===== config.mk =====
export PLATFORM = sky130hd
export DESIGN_NAME = exec_sequencer
export DESIGN_NICKNAME = d
export VERILOG_FILES = /design/src/rtl/exec_sequencer.sv
export SDC_FILE = /design/constraint.sdc
export NUM_CORES = 1
export LEC_CHECK = 0
export CORE_MARGIN = 2
export CORE_UTILIZATION = 35
export CTS_BUF_LIST = sky130_fd_sc_hd__clkbuf_16
export CTS_CLUSTER_SIZE = 8
export DETAILED_ROUTE_END_ITERATION = 6
export PLACE_DENSITY_LB_ADDON = 0.2
export SLEW_MARGIN = 20
export SYNTH_ARGS = -nofsm -noshare
export SYNTH_HDL_FRONTEND = slang
export SYNTH_SLANG_ARGS = --single-unit

===== constraint.sdc =====
create_clock -name clock -period 4.6 [get_ports clock]
set_input_delay 0.46 -clock clock [delete_from_list [all_inputs] [get_ports clock]]
set_output_delay 0.46 -clock clock [all_outputs]
set_load 0.01 [all_outputs]

===== src/rtl/exec_sequencer.sv =====
// Command-driven ALU that reports each result to a UART transmitter as a byte frame.
// The frame is an optional sync byte, then the result bytes in LSB-first order.
module exec_sequencer #(
  parameter int unsigned DATA_W    = 8,
  parameter bit          HEADER_EN = 1'b1,
  parameter logic [7:0]  SYNC_BYTE = 8'hA5
) (
  input  logic                  clock,
  input  logic                  reset,
  input  logic                  cmd_valid,
  output logic                  cmd_ready,
  input  logic [DATA_W-1:0]     cmd_a,
  input  logic [DATA_W-1:0]     cmd_b,
  input  logic [2:0]            cmd_op,
  output logic [2*DATA_W-1:0]   result,
  output logic                  tx_start,
  output logic [7:0]            tx_byte,
  input  logic                  tx_busy,
  output logic                  done,
  output logic [15:0]           frame_count
);

  localparam int unsigned ResW     = 2 * DATA_W;
  localparam int unsigned NBytes   = (ResW + 7) / 8;
  localparam int unsigned ExtW     = NBytes * 8;
  localparam int unsigned FrameLen = NBytes + (HEADER_EN ? 1 : 0);

  localparam logic [2:0]        LastIdx = 3'(FrameLen - 1);
  localparam logic [2:0]        HdrOff  = HEADER_EN ? 3'd1 : 3'd0;
  localparam logic [DATA_W-1:0] WMod    = DATA_W'(DATA_W);

  localparam logic [1:0] StIdle = 2'd0;
  localparam logic [1:0] StExec = 2'd1;
  localparam logic [1:0] StSend = 2'd2;
  localparam logic [1:0] StWait = 2'd3;

  logic [1:0]        state_q, state_d;
  logic [DATA_W-1:0] a_q, a_d;
  logic [DATA_W-1:0] b_q, b_d;
  logic [2:0]        op_q, op_d;
  logic [ResW-1:0]   result_q, result_d;
  logic [2:0]        idx_q, idx_d;
  logic              busy_seen_q, busy_seen_d;
  logic              tx_start_q, tx_start_d;
  logic [7:0]        tx_byte_q, tx_byte_d;
  logic              done_q, done_d;
  logic [15:0]       frame_count_q, frame_count_d;

  logic [ResW-1:0]   a_ext, b_ext, alu_res;
  logic [DATA_W-1:0] shamt;
  logic [ExtW-1:0]   res_ext;
  logic [2:0]        data_idx;
  logic [7:0]        frame_byte;

  // Operands are zero-extended first so every opcode yields a full 2*DATA_W result.
  always_comb begin
    a_ext = {{DATA_W{1'b0}}, a_q};
    b_ext = {{DATA_W{1'b0}}, b_q};
    shamt = b_q % WMod;
    unique case (op_q)
      3'd0:    alu_res = a_ext + b_ext;
      3'd1:    alu_res = a_ext - b_ext;
      3'd2:    alu_res = a_ext * b_ext;
      3'd3:    alu_res = a_ext & b_ext;
      3'd4:    alu_res = a_ext | b_ext;
      3'd5:    alu_res = a_ext ^ b_ext;
      3'd6:    alu_res = a_ext << shamt;
      3'd7:    alu_res = a_ext >> shamt;
      default: alu_res = '0;
    endcase
  end

  always_comb begin
    res_ext    = ExtW'(result_q);
    data_idx   = idx_q - HdrOff;
    frame_byte = 8'h00;
    for (int unsigned i = 0; i < NBytes; i++) begin
      if (data_idx == 3'(i)) frame_byte = res_ext[i*8 +: 8];
    end
    if (HEADER_EN && idx_q == 3'd0) frame_byte = SYNC_BYTE;
  end

  always_comb begin
    state_d       = state_q;
    a_d           = a_q;
    b_d           = b_q;
    op_d          = op_q;
    result_d      = result_q;
    idx_d         = idx_q;
    busy_seen_d   = busy_seen_q;
    tx_start_d    = 1'b0;
    tx_byte_d     = tx_byte_q;
    done_d        = 1'b0;
    frame_count_d = frame_count_q;
    unique case (state_q)
      StIdle: begin
        if (cmd_valid) begin
          a_d     = cmd_a;
          b_d     = cmd_b;
          op_d    = cmd_op;
          state_d = StExec;
        end
      end
      StExec: begin
        result_d = alu_res;
        idx_d    = 3'd0;
        state_d  = StSend;
      end
      StSend: begin
        if (!tx_busy) begin
          tx_start_d = 1'b1;
          tx_byte_d  = frame_byte;
          state_d    = StWait;
        end
      end
      StWait: begin
        // A byte counts as sent only after the transmitter has been seen busy and then idle.
        if (tx_busy) begin
          busy_seen_d = 1'b1;
        end else if (busy_seen_q) begin
          busy_seen_d = 1'b0;
          idx_d       = idx_q + 3'd1;
          if (idx_q == LastIdx) begin
            state_d       = StIdle;
            done_d        = 1'b1;
            frame_count_d = frame_count_q + 16'd1;
          end else begin
            state_d = StSend;
          end
        end
      end
      default: state_d = StIdle;
    endcase
  end

  always_ff @(posedge clock or negedge reset) begin
    if (!reset) begin
      state_q       <= StIdle;
      a_q           <= '0;
      b_q           <= '0;
      op_q          <= '0;
      result_q      <= '0;
      idx_q         <= '0;
      busy_seen_q   <= 1'b0;
      tx_start_q    <= 1'b0;
      tx_byte_q     <= '0;
      done_q        <= 1'b0;
      frame_count_q <= '0;
    end else begin
      state_q       <= state_d;
      a_q           <= a_d;
      b_q           <= b_d;
      op_q          <= op_d;
      result_q      <= result_d;
      idx_q         <= idx_d;
      busy_seen_q   <= busy_seen_d;
      tx_start_q    <= tx_start_d;
      tx_byte_q     <= tx_byte_d;
      done_q        <= done_d;
      frame_count_q <= frame_count_d;
    end
  end

  assign cmd_ready   = (state_q == StIdle);
  assign result      = result_q;
  assign tx_start    = tx_start_q;
  assign tx_byte     = tx_byte_q;
  assign done        = done_q;
  assign frame_count = frame_count_q;

endmodule


==> results.md, run 1 <==
* Detailed placer's ending HPWL at 15,140 um
* Period Utilization, post-route at 95.20%
* Hold-fix buffers, CTS at 0
* HP Class: primary input to asynchronous set/reset pin
* Skew-Pair Late Insertion Delay at 0.35 ns
* DR DRC count at 0
* I/O Buffers at 65
* Crit path launch: a_q[4]
* Final Max Tran Viols at 0
* FP Rows at 50
* Yosys cell types at 71
* Initial antenna violation count at 0
* Mux contribution to synthesized area at 4.129%
* CP max FO at 7
* Post-synthesis sequential area ratio at 25.50%
* Syn avg cell area at 8.709 um2
* CTS tree: done
* Syn. warnings at 0
* Xor-xnor portion of the synthesized cell area at 4.263%
* Mapped Cells at 755
* Simple-gate share of the synthesized area at 17.62%
* Final Skew at 0.007800 ns
* RSZ-0062 raised after global routing: no
* DRT Pass-1 Iters at 5
* Synth Cell Area at 0.006575 mm2
* Adder-cell share of the synthesized area at 24.32%
* # nets final at 970
* Starting Density at 35.39%
* Vias in the first global route at 5,765
* Crit path to: result[14]
* Die area at 0.01990 mm2
* Worst-path clk slew at 0.06 ns
* Post-synthesis async set-or-reset flop share at 100.0%
* ANT cells at 0
* Final antenna-violating net count at 0
* Reg2Reg Depth at 16
* Via/cell ratio at 5.313
* WP data arrival at 4.59 ns
* FF-to-FF setup slack at 0.22 ns
* Area growth, synth to finish at 22.21%
* Routed len/inst at 17.71 um
* Clk sinks at 67
* Top cells by area, synth: dfrtp_1 25%, ha_1 13%, fa_1 12%, nor2_1 5.3%, inv_1 4.2%
* Die Wd at 141.1 um
* Setup TNS at 0 ns
* TritonCTS Buffers at 9
* I/O pin count at 66
* Post-synth top area share at 25.50%
* Most frequent cells in the layout: 89 x nor2_1, 73 x inv_1, 67 x nand2_1
* Drt initial violations at 339
* Critical path class: register to register
* Critical Path RT at 4.81 ns
* Largest family of logic cells by synthesized area: adder cells
* Period minus WS final at 4.379 ns
* Final wirelength at 19,150 um
* Outcome: completed
* Core Footprint at 0.01858 mm2
* Via count at 5,743
* First-pass GRT wire length at 31,610 um
* H-tree Lvls at 3
* Critical R2R Launch: a_q[4]
* Syn nets at 883
* Final hold viol count at 0
* Fraction of layout cells with a size suffix above 1 at 12.28%
* Largest net degree at the start of global routing at 68
* Commonest non-fill, non-tap cell in the layout: nor2_1
* Root Buffer: clkbuf_16
* Total gr overflow at 0
* CTS max path bufs at 2
* Post-synth EDFFs at 0
* # Max-Cap Violations at 0
* Crit end category: register
* Slew headroom at 38.94%
* Prevailing post-synth register cell: dfrtp_1
* Worst Setup Start Kind: register
* Final Setup Violations at 0
* Final Wtd Congestion at 0.9098
* Dominant cell type by area after synthesis: dfrtp_1
* Synth Register Bits at 67
* Highest Clock Rate at 228.4 MHz
* Chip height at 141.1 um
* Worst Max-Slew Pin Slew at 0.9159 ns
* Post-synthesis compound-gate area fraction at 17.13%
* Worst r2r dst: result[14]
* GRT Util Overall at 20.17%
what timing repair did:
item,CTS,global route
setup endpoints to repair,0,6
gates resized for setup,0,17
buffers inserted,0,2
hold endpoints to repair,0,0
metrics by stage:
stage                     std cells  hold WS, ns  setup slack (ns)  utilization (%)  cell area [um2]
after floorplan                 755       0.1644           0.04492                -             6575
after CTS                      1079       0.3543           0.01499            42.92             7974
final                          1081       0.3145            0.2209            43.25             8035
after detailed placement       1063       0.4693           0.03753            41.26             7666
after global routing           1081       0.4029          0.001307            43.25             8035
after global placement         1063       0.4600            0.1622            41.26             7666
logic make-up after synthesis:
kind of cell / after synthesis
flip-flops: 67
multiplexers: 20
AND/OR/NAND/NOR: 244
adder cells (fa/ha/maj): 105
XOR/XNOR: 32
AO/OA/AOI/OAI: 172
buffers and inverters: 115
Yosys cell counts (8+ instances only):
master    count
dfrtp_1      67
nand2b_1     10
clkinv_1      9
mux2i_1       8
nor3_1        9
xor2_1       12
clkbuf_1     14
a21oi_1      40
o21ai_0      46
xnor2_1      20
buf_2        10
ha_1         67
nor2_1       92
nand2_1      67
fa_1         38
nand3_1      15
a22oi_1      11
inv_1        73
flip-flops by register name (all words and copies together) (netlist names):
| register | flops |
|---|---|
| state_q | 2 |
| result | 16 |
| busy_seen_q | 1 |
| b_q | 8 |
| idx_q | 3 |
| a_q | 8 |
| tx_byte | 8 |
| done | 1 |
| tx_start | 1 |
| frame_count | 16 |
| op_q | 3 |
layer usage:
| metal | wire length (um) | share of wire (%) | global-route usage (%) | vias to the layer above |
|---|---|---|---|---|
| met2 | 8658 | 45 | 32.86 | 197 |
| li1 | - | - | - | 2771 |
| met4 | 388 | 2.0 | 5.895 | 0 |
| met5 | 0 | 0 | 0 | - |
| met1 | 9125 | 48 | 27.75 | 2744 |
| met3 | 975 | 5.1 | 3.227 | 31 |
cell type report:
type,instances,area [um2]
Clock buffer,9,225.2
Clock inverter,7,82.58
Fill cell,1864,10550
Inverter,84,319.1
Multi-Input combinational cell,573,4477
Sequential cell,67,1678
Tap cell,234,292.8
Timing Repair Buffer,107,960.9
critical path: stages (launching register included):
cell and delay, ns:
dfrtp_1 0.40, buf_4 0.18, nand2_1 0.08, fa_1 0.51, fa_1 0.50, inv_1 0.05, fa_1 0.52, inv_1 0.05
fa_1 0.53, inv_1 0.04, ha_2 0.36, nand3_1 0.08, o211ai_1 0.26, o2111ai_2 0.17, o21ai_2 0.19, mux2i_1 0.19
o21ai_0 0.11
worst min path at each step:
stage,from,end,slack (ns),cells after the start
floorplan,reset,a_q[0],0.16,0
detailed placement,frame_count[15],frame_count[15],0.47,1
global placement,frame_count[15],frame_count[15],0.46,1
global route,reset,idx_q[2],0.40,2
finish,reset,idx_q[2],0.31,2
CTS,reset,done,0.35,2
Power of run 1 is not shown: default switching activity piles up to over one toggle a cycle in this logic, so the estimate is an artifact.
==> run 2: changes to the inputs <==
--- a/config.mk
+++ b/config.mk
@@ -5,6 +5,9 @@
 export SDC_FILE = /design/constraint.sdc
 export NUM_CORES = 1
 export LEC_CHECK = 0
+export CELL_PAD_IN_SITES_DETAIL_PLACEMENT = 1
+export CELL_PAD_IN_SITES_GLOBAL_PLACEMENT = 1
+export CORE_ASPECT_RATIO = 0.8
 export CORE_MARGIN = 2
 export CORE_UTILIZATION = 35
 export CTS_BUF_LIST = sky130_fd_sc_hd__clkbuf_16
==> run 2 against run 1 <==
Effect of this change:
- maximum frequency down 1.5%
- critical path type unchanged
- clock-buffer cell count unchanged
- first-iteration DRC count up 7.4%
==> results.md, run 2 (synthesized netlist as in run 1, its figures left out) <==
* Largest net degree at the start of global routing at 37 (-46%)
* Final antenna-violating net count at 0 (unchanged)
* Fraction of layout cells with a size suffix above 1 at 13.93% (+1.7 points)
* Worst hold margin at 0.2173 ns (-0.09722 ns)
* Crit end category: register
* Worst Setup Start Kind: register
* H-tree Lvls at 3 (unchanged)
* CTS max path bufs at 2 (unchanged)
* Starting Density at 35.97% (+0.59 points)
* # Max-Cap Violations at 0 (unchanged)
* Routed len/inst at 20.25 um (+14%)
* Die Wd at 157.2 um (+11%)
* Initial antenna violation count at 0 (unchanged)
* Worst Max-Slew Pin Slew at 1.086 ns (+0.1699 ns)
* Commonest non-fill, non-tap cell in the layout: nor2_1
* FP Rows at 44 (-12%)
* Worst-path clk slew at 0.07 ns (about the same)
* Most frequent cells in the layout: 85 x nor2_1, 69 x inv_1, 67 x nand2_1
* HP Class: primary input to asynchronous set/reset pin
* Chip height at 126.6 um (-10%)
* Critical Path RT at 4.88 ns (+0.07 ns)
* I/O pin count at 66 (unchanged)
* WP data arrival at 4.73 ns (+0.14 ns)
* Core Footprint at 0.01828 mm2 (-1.6%)
* Via count at 5,954 (+3.7%)
* Detailed placer's ending HPWL at 17,830 um (+18%)
* DR DRC count at 0 (unchanged)
* Area growth, synth to finish at 23.94%
* # nets final at 977 (+0.72%)
* Util after Layout at 44.59% (+1.3 points)
* Drt initial violations at 364 (+7.4%)
* Clk sinks at 67 (unchanged)
* Final wirelength at 22,420 um (+17%)
* Vias in the first global route at 6,300 (+9.3%)
* Skew-Pair Late Insertion Delay at 0.35 ns (about the same)
* Final hold viol count at 0 (unchanged)
* Final Wtd Congestion at 0.8944 (-1.7%)
* Highest Clock Rate at 224.8 MHz (-1.5%)
* Fill cell count at 2,159 (+16%)
* Root Buffer: clkbuf_16
* I/O Buffers at 65 (unchanged)
* First-pass GRT wire length at 36,080 um (+14%)
* Total gr overflow at 0 (unchanged)
* CP max FO at 6 (-1)
* Die area at 0.01991 mm2 (about the same)
* Final Setup Violations at 0 (unchanged)
* TritonCTS Buffers at 9 (unchanged)
* CTS tree: done
* ANT cells at 0 (unchanged)
* Slew headroom at 27.35% (-12 points)
* Period minus WS final at 4.448 ns (+0.06864 ns)
* Register Area at 0.001678 mm2 (unchanged)
* Setup ws final at 0.1522 ns (-0.06864 ns)
* Final Skew at 0.01217 ns (+0.004375 ns)
* Outcome: completed
* Area of the multi-input gates at 0.004502 mm2 (+0.56%)
* DRT Pass-1 Iters at 5 (unchanged)
* Via/cell ratio at 5.379 (+1.2%)
* GRT Util Overall at 23.56% (+3.4 points)
* Hold-fix buffers, CTS at 0 (unchanged)
* Final Max Tran Viols at 0 (unchanged)
* Pre-CTS setup slack at 0.01475 ns (-0.02278 ns)
* Period Utilization, post-route at 96.69% (+1.5 points)
* Critical path class: register to register
==> run 2: cell types whose count changed in the layout (fill, tap and decap cells not counted), moves of 2 or more <==
cell,delta
ha_2,-3
inv_1,-4
buf_4,+7
clkinvlp_4,-2
inv_2,+8
clkinv_1,-3
ha_4,+2
nor2_2,+3
nor2_1,-4
==> run 2: what timing repair did <==
action | CTS | global route
endpoints found under the hold margin | 0 | 0
setup buffers | 0 | 7
resized for setup | 0 | 29
setup endpoints to repair | 0 | 5
==> run 2: routing by layer <==
metal,part of all wire [%],global-route usage [%]
met3,3.8,3.519
met1,50,34.86
met4,1.1,4.652
met2,45,36.68
met5,0,0
==> run 2: worst max-delay path, cell delays in order (launching register included) <==
cell and delay [ns]:
dfrtp_1 0.40, clkinv_1 0.11, buf_4 0.16, nor2_1 0.07, fa_1 0.47, fa_1 0.54, fa_1 0.51, inv_1 0.06
fa_1 0.54, inv_1 0.07, ha_4 0.29, nand3_1 0.06, o211ai_1 0.33, o2111ai_2 0.22, a211o_1 0.33, a31oi_1 0.13
a21o_1 0.11
==> run 2: final timing paths <==
kind / start / to / slack (ns) / depth (start not counted)
max: b_q[4] / result[12] / 0.15 / 16
min: reset / result[13] / 0.22 / 1
max reg2reg: b_q[4] / result[12] / 0.15 / 16
min reg2reg: tx_byte[6] / tx_byte[6] / 0.48 / 2
max in group asynchronous: reset / result[6] / 3.40 / 2
min in group clock: tx_byte[6] / tx_byte[6] / 0.48 / 2
==> run 2: per-stage QoR <==
stage	cells	setup TNS, ns	instance area, um2
finish	1107	0	8149
global route	1107	-0.02616	8149
CTS	1100	0	8029
detailed placement	1084	0	7705
global placement	1084	0	7705
floorplan	755	0	6575
==> run 2: layout make-up <==
cell class	instances	share of cell area [%]
multi-input combinational	573	55.24
clock inverter	7	1.213
sequential	67	20.59
inverter	84	3.869
clock buffer	9	2.764
tap	253	3.885
timing repair buffer	114	12.44
Power of run 2 is left out for the same reason.
